### src/rtl/mode_seq_fsm.sv
// -----------------------------------------------------------------------------
// mode_seq_fsm
//   Mode sequencer. It steps through NUM_STATES modes under command control
//   (NEXT/PREV/JUMP/HOME). A lock flag freezes the mode. An idle counter
//   returns the sequencer to mode 0 after TIMEOUT cycles without a command.
//   A state register holding an unused encoding recovers to mode 0.
//
// Ports
//   clk          : clock, rising-edge active
//   rst          : synchronous active-high reset
//   cmd[2:0]     : command code (0 NOP,1 NEXT,2 PREV,3 JUMP,4 LOCK,5 UNLOCK,
//                  6 HOME,7 reserved), qualified by cmd_valid
//   cmd_valid    : command qualifier
//   jump_target  : destination mode for JUMP, sampled with cmd
//   out          : Moore output, current mode zero-extended to OUT_W
//   state        : current mode register
//   locked       : lock flag
//   err          : one-cycle pulse for a rejected command or illegal-state recovery
//   timeout      : one-cycle pulse for an idle auto-return to mode 0
// -----------------------------------------------------------------------------
module mode_seq_fsm #(
  parameter int STATE_W    = 2,
  parameter int NUM_STATES = 4,
  parameter int OUT_W      = 3,
  parameter int TIMEOUT    = 15
) (
  input  logic               clk,
  input  logic               rst,
  input  logic [2:0]         cmd,
  input  logic               cmd_valid,
  input  logic [STATE_W-1:0] jump_target,
  output logic [OUT_W-1:0]   out,
  output logic [STATE_W-1:0] state,
  output logic               locked,
  output logic               err,
  output logic               timeout
);

  localparam logic [2:0] CMD_NOP    = 3'd0;
  localparam logic [2:0] CMD_NEXT   = 3'd1;
  localparam logic [2:0] CMD_PREV   = 3'd2;
  localparam logic [2:0] CMD_JUMP   = 3'd3;
  localparam logic [2:0] CMD_LOCK   = 3'd4;
  localparam logic [2:0] CMD_UNLOCK = 3'd5;
  localparam logic [2:0] CMD_HOME   = 3'd6;
  localparam logic [2:0] CMD_RSVD   = 3'd7;

  localparam logic [STATE_W-1:0] S_HOME = '0;
  localparam logic [STATE_W-1:0] S_LAST = STATE_W'(NUM_STATES - 1);
  // One extra bit so NUM_STATES == 2**STATE_W is representable.
  localparam logic [STATE_W:0]   NS_C   = (STATE_W + 1)'(NUM_STATES);
  localparam logic [7:0]         TO_C   = 8'(TIMEOUT);

  logic [STATE_W-1:0] state_q, state_d;
  logic               locked_q, locked_d;
  logic               err_q, err_d;
  logic               timeout_q, timeout_d;
  logic [7:0]         idle_q, idle_d;

  logic               illegal;
  logic               tgt_ok;
  logic [7:0]         idle_inc;

  assign illegal  = ({1'b0, state_q} >= NS_C);
  assign tgt_ok   = ({1'b0, jump_target} < NS_C);
  assign idle_inc = (idle_q == TO_C) ? idle_q : idle_q + 8'd1;

  always_comb begin
    state_d   = state_q;
    locked_d  = locked_q;
    err_d     = 1'b0;
    timeout_d = 1'b0;
    idle_d    = cmd_valid ? 8'd0 : idle_inc;
    // Priority: illegal-state recovery, then commands, then idle timeout.
    if (illegal) begin
      state_d  = S_HOME;
      locked_d = 1'b0;
      err_d    = 1'b1;
    end else if (cmd_valid) begin
      case (cmd)
        CMD_NOP: ;
        CMD_NEXT: begin
          if (locked_q)              err_d   = 1'b1;
          else if (state_q == S_LAST) state_d = S_HOME;
          else                       state_d = state_q + 1'b1;
        end
        CMD_PREV: begin
          if (locked_q)              err_d   = 1'b1;
          else if (state_q == S_HOME) state_d = S_LAST;
          else                       state_d = state_q - 1'b1;
        end
        CMD_JUMP: begin
          if (locked_q || !tgt_ok) err_d   = 1'b1;
          else                     state_d = jump_target;
        end
        CMD_LOCK:   locked_d = 1'b1;
        CMD_UNLOCK: locked_d = 1'b0;
        CMD_HOME: begin
          if (locked_q) err_d   = 1'b1;
          else          state_d = S_HOME;
        end
        CMD_RSVD: err_d = 1'b1;
        default:  err_d = 1'b1;
      endcase
    end else if ((idle_inc == TO_C) && (state_q != S_HOME) && !locked_q) begin
      state_d   = S_HOME;
      timeout_d = 1'b1;
      idle_d    = 8'd0;
    end
  end

  always_ff @(posedge clk) begin
    if (rst) begin
      state_q   <= S_HOME;
      locked_q  <= 1'b0;
      err_q     <= 1'b0;
      timeout_q <= 1'b0;
      idle_q    <= 8'd0;
    end else begin
      state_q   <= state_d;
      locked_q  <= locked_d;
      err_q     <= err_d;
      timeout_q <= timeout_d;
      idle_q    <= idle_d;
    end
  end

  // Output is a pure function of the mode register.
  always_comb begin
    out                = '0;
    out[STATE_W-1:0]   = state_q;
  end

  assign state   = state_q;
  assign locked  = locked_q;
  assign err     = err_q;
  assign timeout = timeout_q;

endmodule

### config.mk
export PLATFORM = sky130hd
export DESIGN_NAME = mode_seq_fsm
export DESIGN_NICKNAME = d
export VERILOG_FILES = /design/src/rtl/mode_seq_fsm.sv
export SDC_FILE = /design/constraint.sdc
export NUM_CORES = 1
export LEC_CHECK = 0
export ABC_CLOCK_PERIOD_IN_PS = 1800
export CELL_PAD_IN_SITES_DETAIL_PLACEMENT = 1
export CELL_PAD_IN_SITES_GLOBAL_PLACEMENT = 2
export CORE_UTILIZATION = 27
export CTS_CLUSTER_DIAMETER = 60
export DETAILED_ROUTE_END_ITERATION = 8
export PLACE_DENSITY_LB_ADDON = 0.08
export SYNTH_ARGS = -nofsm -noshare
export SYNTH_HDL_FRONTEND = slang
export SYNTH_SLANG_ARGS = --single-unit
### constraint.sdc
create_clock -name clk -period 1.8 [get_ports clk]
set_input_delay 0.27 -clock clk [delete_from_list [all_inputs] [get_ports clk]]
set_output_delay 0.27 -clock clk [all_outputs]
set_load 0.05 [all_outputs]
==> impl_metrics.csv <==
group,metric,value,unit
critical_path,r2r-end,"idle_q[0]",
clock_network,htree_levels,1,
sta,min_period_over_period,0.949,
route,wirelength,2.55,mm
critical_path,arrival,1.86,ns
cells_and_area,ff_latch_area,270,sq um
pwr,power.internal,458,uW
sta,post-route-min-period,1.71,ns
pwr,switchingPower,195,uW
global_routing,track_usage,0.165,
pwr,switching_share,0.298,
clock_network,cts_buffer_depth,2,
route,viasPerCell,4.79,
job,max_cap_violations,0,
global_routing,grt_max_degree,10,
yosys,yosys_most_used_dff,"dfxtp_1",
pwr,combPwrFrac,0.263,
clock_network,numClockSinks,13,
cells_and_area,final_cells,183,
die,fp.dieW,58.4,um
route,drtAntennaViolNets,0,
die,core,3030,sq um
run_status,status,"complete, no violations",
yosys,synth_edf_count,0,
pwr,vdd_drop_max,0.361,mV
critical_path,crit_chain,"buf_4 > nand3_1 > nor3_2 > o31ai_2 > nor4_4 > buf_4 > nor3_1",
critical_path,worstPathRequired,1.96,ns
cells_and_area,multiInputGateArea,621,sq um
critical_path,crit_top_cell,"buf_4",
pwr,pwr-share-clk,0.276,
hold_path,min_to,"idle_q[6]",
die,die_h,58.4,um
critical_path,reg2reg_slack,0.09,ns
pwr,p_total,652,uW
hold_path,hold_path_class,"reg -> reg",
clock_network,cts_tree,"built",
critical_path,path_delay_family,"simple AND/OR/NAND/NOR gates",
global_routing,antenna_found_initial,0,
cells_and_area,drive_above_1_share,0.432,
clock_network,cts_root_buffer,"clkbuf_4",
clock_network,cts_buffers,3,
critical_path,path_class,"reg -> reg",
critical_path,critPathLaunchType,"flop",
route,num_vias,876,
route,drt_first_iter_violations,8,
placed_design,hpwl,1.90,mm
route,drt-wirelength-per-cell,13.9,um
pwr,p_per_area,483,nW/um^2
yosys,ys_seq_elements,13,
sta,fin_skew,0.00199,ns
sta,setup_viol,0,
sta,max_freq,0.585,GHz
sta,rsz0062_at_grt,"false",
global_routing,grt_pass1_wl,4.17,mm
yosys,ys_warn_count,0,
global_routing,grt_pass1_vias,899,
die,dieArea,3410,sq um
critical_path,critPathSlowestCell,"dfxtp_2",
sta,slew_violations,0,
critical_path,r2r_cells,7,
clock_network,cts.clk_slew.worst_paths,0.08,ns
hold_path,hp-start,"idle_q[6]",
critical_path,max_stage_delay,0.35,ns
global_routing,grt-ovfl-total,0,
sta,hold_viol,0,
die,num_rows,20,
pwr,seqPwrFrac,0.461,
critical_path,end_kind,"flop",
yosys,async_reset_ff_frac,0,
yosys,syn_nets,111,
cells_and_area,nNetsFinal,151,
route,drcViolationCount,0,
yosys,syn_area,860,sq um
critical_path,crit_buf_inv,2,
yosys,syn_inst,100,
yosys,ys_seq_area_frac,0.303,
cells_and_area,n_fill_cell,363,
yosys,syn_area_per_cell,8.60,sq um
placed_design,io_buffers,14,
placed_design,gp_congestion,0.801,
die,io-pin-count,16,
pwr,power.leakage,0.000523,uW
placed_design,dp_cells,175,
clock_network,insertion_delay,0.28,ns
die,start_util,0.284,
hold_path,hold_depth,2,
yosys,synth_cell_types,39,
cells_and_area,syn2layout_area_growth,56.9,%
route,dr.pass1.iters,2,
clock_network,hold_buffers,0,
critical_path,worstPathMaxFanout,8,
critical_path,r2r_start,"idle_q[0]",
cells_and_area,antennaDiodeCount,0,
power by group through the flow:
stage / combinational [uW] / sequential [uW] / clock, uW
6_report: 171 / 301 / 180
5_1_grt: 185 / 302 / 209
2_1_floorplan: 76.6 / 328 / 0
3_5_place_dp: 167 / 306 / 0
3_3_place_gp: 164 / 306 / 0
4_1_cts: 165 / 300 / 191
stage by stage:
stage	hold WS (ns)	TNS (ns)	area (sq um)	worst slack (ns)	utilization
after floorplan	0.335	0	866	0.0339	-
after global placement	0.599	-1.37	1190	-0.248	0.393
after detailed placement	0.612	-1.33	1190	-0.245	0.393
after CTS	0.631	0	1250	0.00128	0.412
after global routing	0.641	0	1350	0.00589	0.445
final	0.567	0	1350	0.0918	0.445
flip-flops by register name (all words and copies together) (netlist names):
| name | count |
|---|---|
| state | 2 |
| idle_q | 8 |
| timeout | 1 |
| err | 1 |
| locked | 1 |
worst max-delay path by stage:
stage                     slack (ns)       from         to  cells after the start
after global routing           0.006  idle_q[1]  idle_q[2]                      7
after CTS                      0.001  idle_q[1]  idle_q[3]                      7
final                           0.09  idle_q[0]  idle_q[0]                      7
after global placement         -0.25  idle_q[2]   state[0]                      5
after detailed placement       -0.25  idle_q[2]   state[1]                      5
after floorplan                 0.03   state[0]   state[0]                      6
synthesized netlist by cell type (all sizes together) (2+ instances only):
| cell | instances | area share |
|---|---|---|
| nor3 | 8 | 0.052 |
| nand2 | 2 | 0.0087 |
| dfxtp | 13 | 0.30 |
| nand2b | 2 | 0.015 |
| nor2b | 3 | 0.022 |
| a2111oi | 3 | 0.045 |
| inv | 7 | 0.031 |
| clkbuf | 2 | 0.010 |
| and3 | 3 | 0.028 |
| xor2 | 2 | 0.020 |
| nor4 | 4 | 0.064 |
| nor2 | 10 | 0.044 |
| mux2i | 3 | 0.039 |
| o21ai | 3 | 0.017 |
| ha | 3 | 0.044 |
| a21oi | 3 | 0.017 |
| a31oi | 2 | 0.015 |
| buf | 6 | 0.054 |
| o32ai | 2 | 0.020 |
| nand3 | 5 | 0.029 |
| a211oi | 4 | 0.035 |
routing by layer:
metal	share of wire	wire, um	GRT usage	up-vias
met5	0	0	0	-
met4	0.0094	24	0.0510	0
met3	0.029	75	0.0396	2
met2	0.46	1180	0.250	13
met1	0.50	1260	0.231	417
li1	-	-	-	444
layout by cell type, fill, tap and decap left out, types with 3 or more instances in the layout:
cell type        count
buf_4               30
nor2_1              10
clkdlybuf4s50_1      9
dfxtp_2              8
inv_1                7
nor3_1               5
nand3_1              5
dfxtp_1              5
a211oi_1             4
dlygate4sd2_1        4
nor2b_1              3
o21ai_0              3
nor3_2               3
a21oi_1              3
clkbuf_4             3
worst min-delay path: stages (launching register included):
cell	delay (ns)
dfxtp_2	0.38
xor2_1	0.08
nor2_1	0.07
timing repair:
item,4_1_cts,5_1_grt
setup buffers,2,2
endpoints found under the setup margin,10,6
gates resized for setup,9,15
pin swaps,1,5
area by class of cell:
type                    count  share of cell area
repair buffers             43               0.260
multi-input cells          72               0.460
flip-flops and latches     13               0.200
well taps                  44              0.0408
clock buffers               4              0.0195
inverters                   7              0.0195
cells by family (layout without fill, tap and decap cells):
logic type / Yosys count / count (layout) / synth area share
compound gates: 22 / 22 / 0.198
xor+xnor: 3 / 3 / 0.0306
fa+ha+maj: 3 / 3 / 0.0437
buf+inv: 15 / 54 / 0.0946
flops: 13 / 13 / 0.303
mux: 3 / 3 / 0.0393
other cells: 1 / 1 / 0.00436
simple gates: 40 / 40 / 0.287
(Power assumes the default switching activity.)
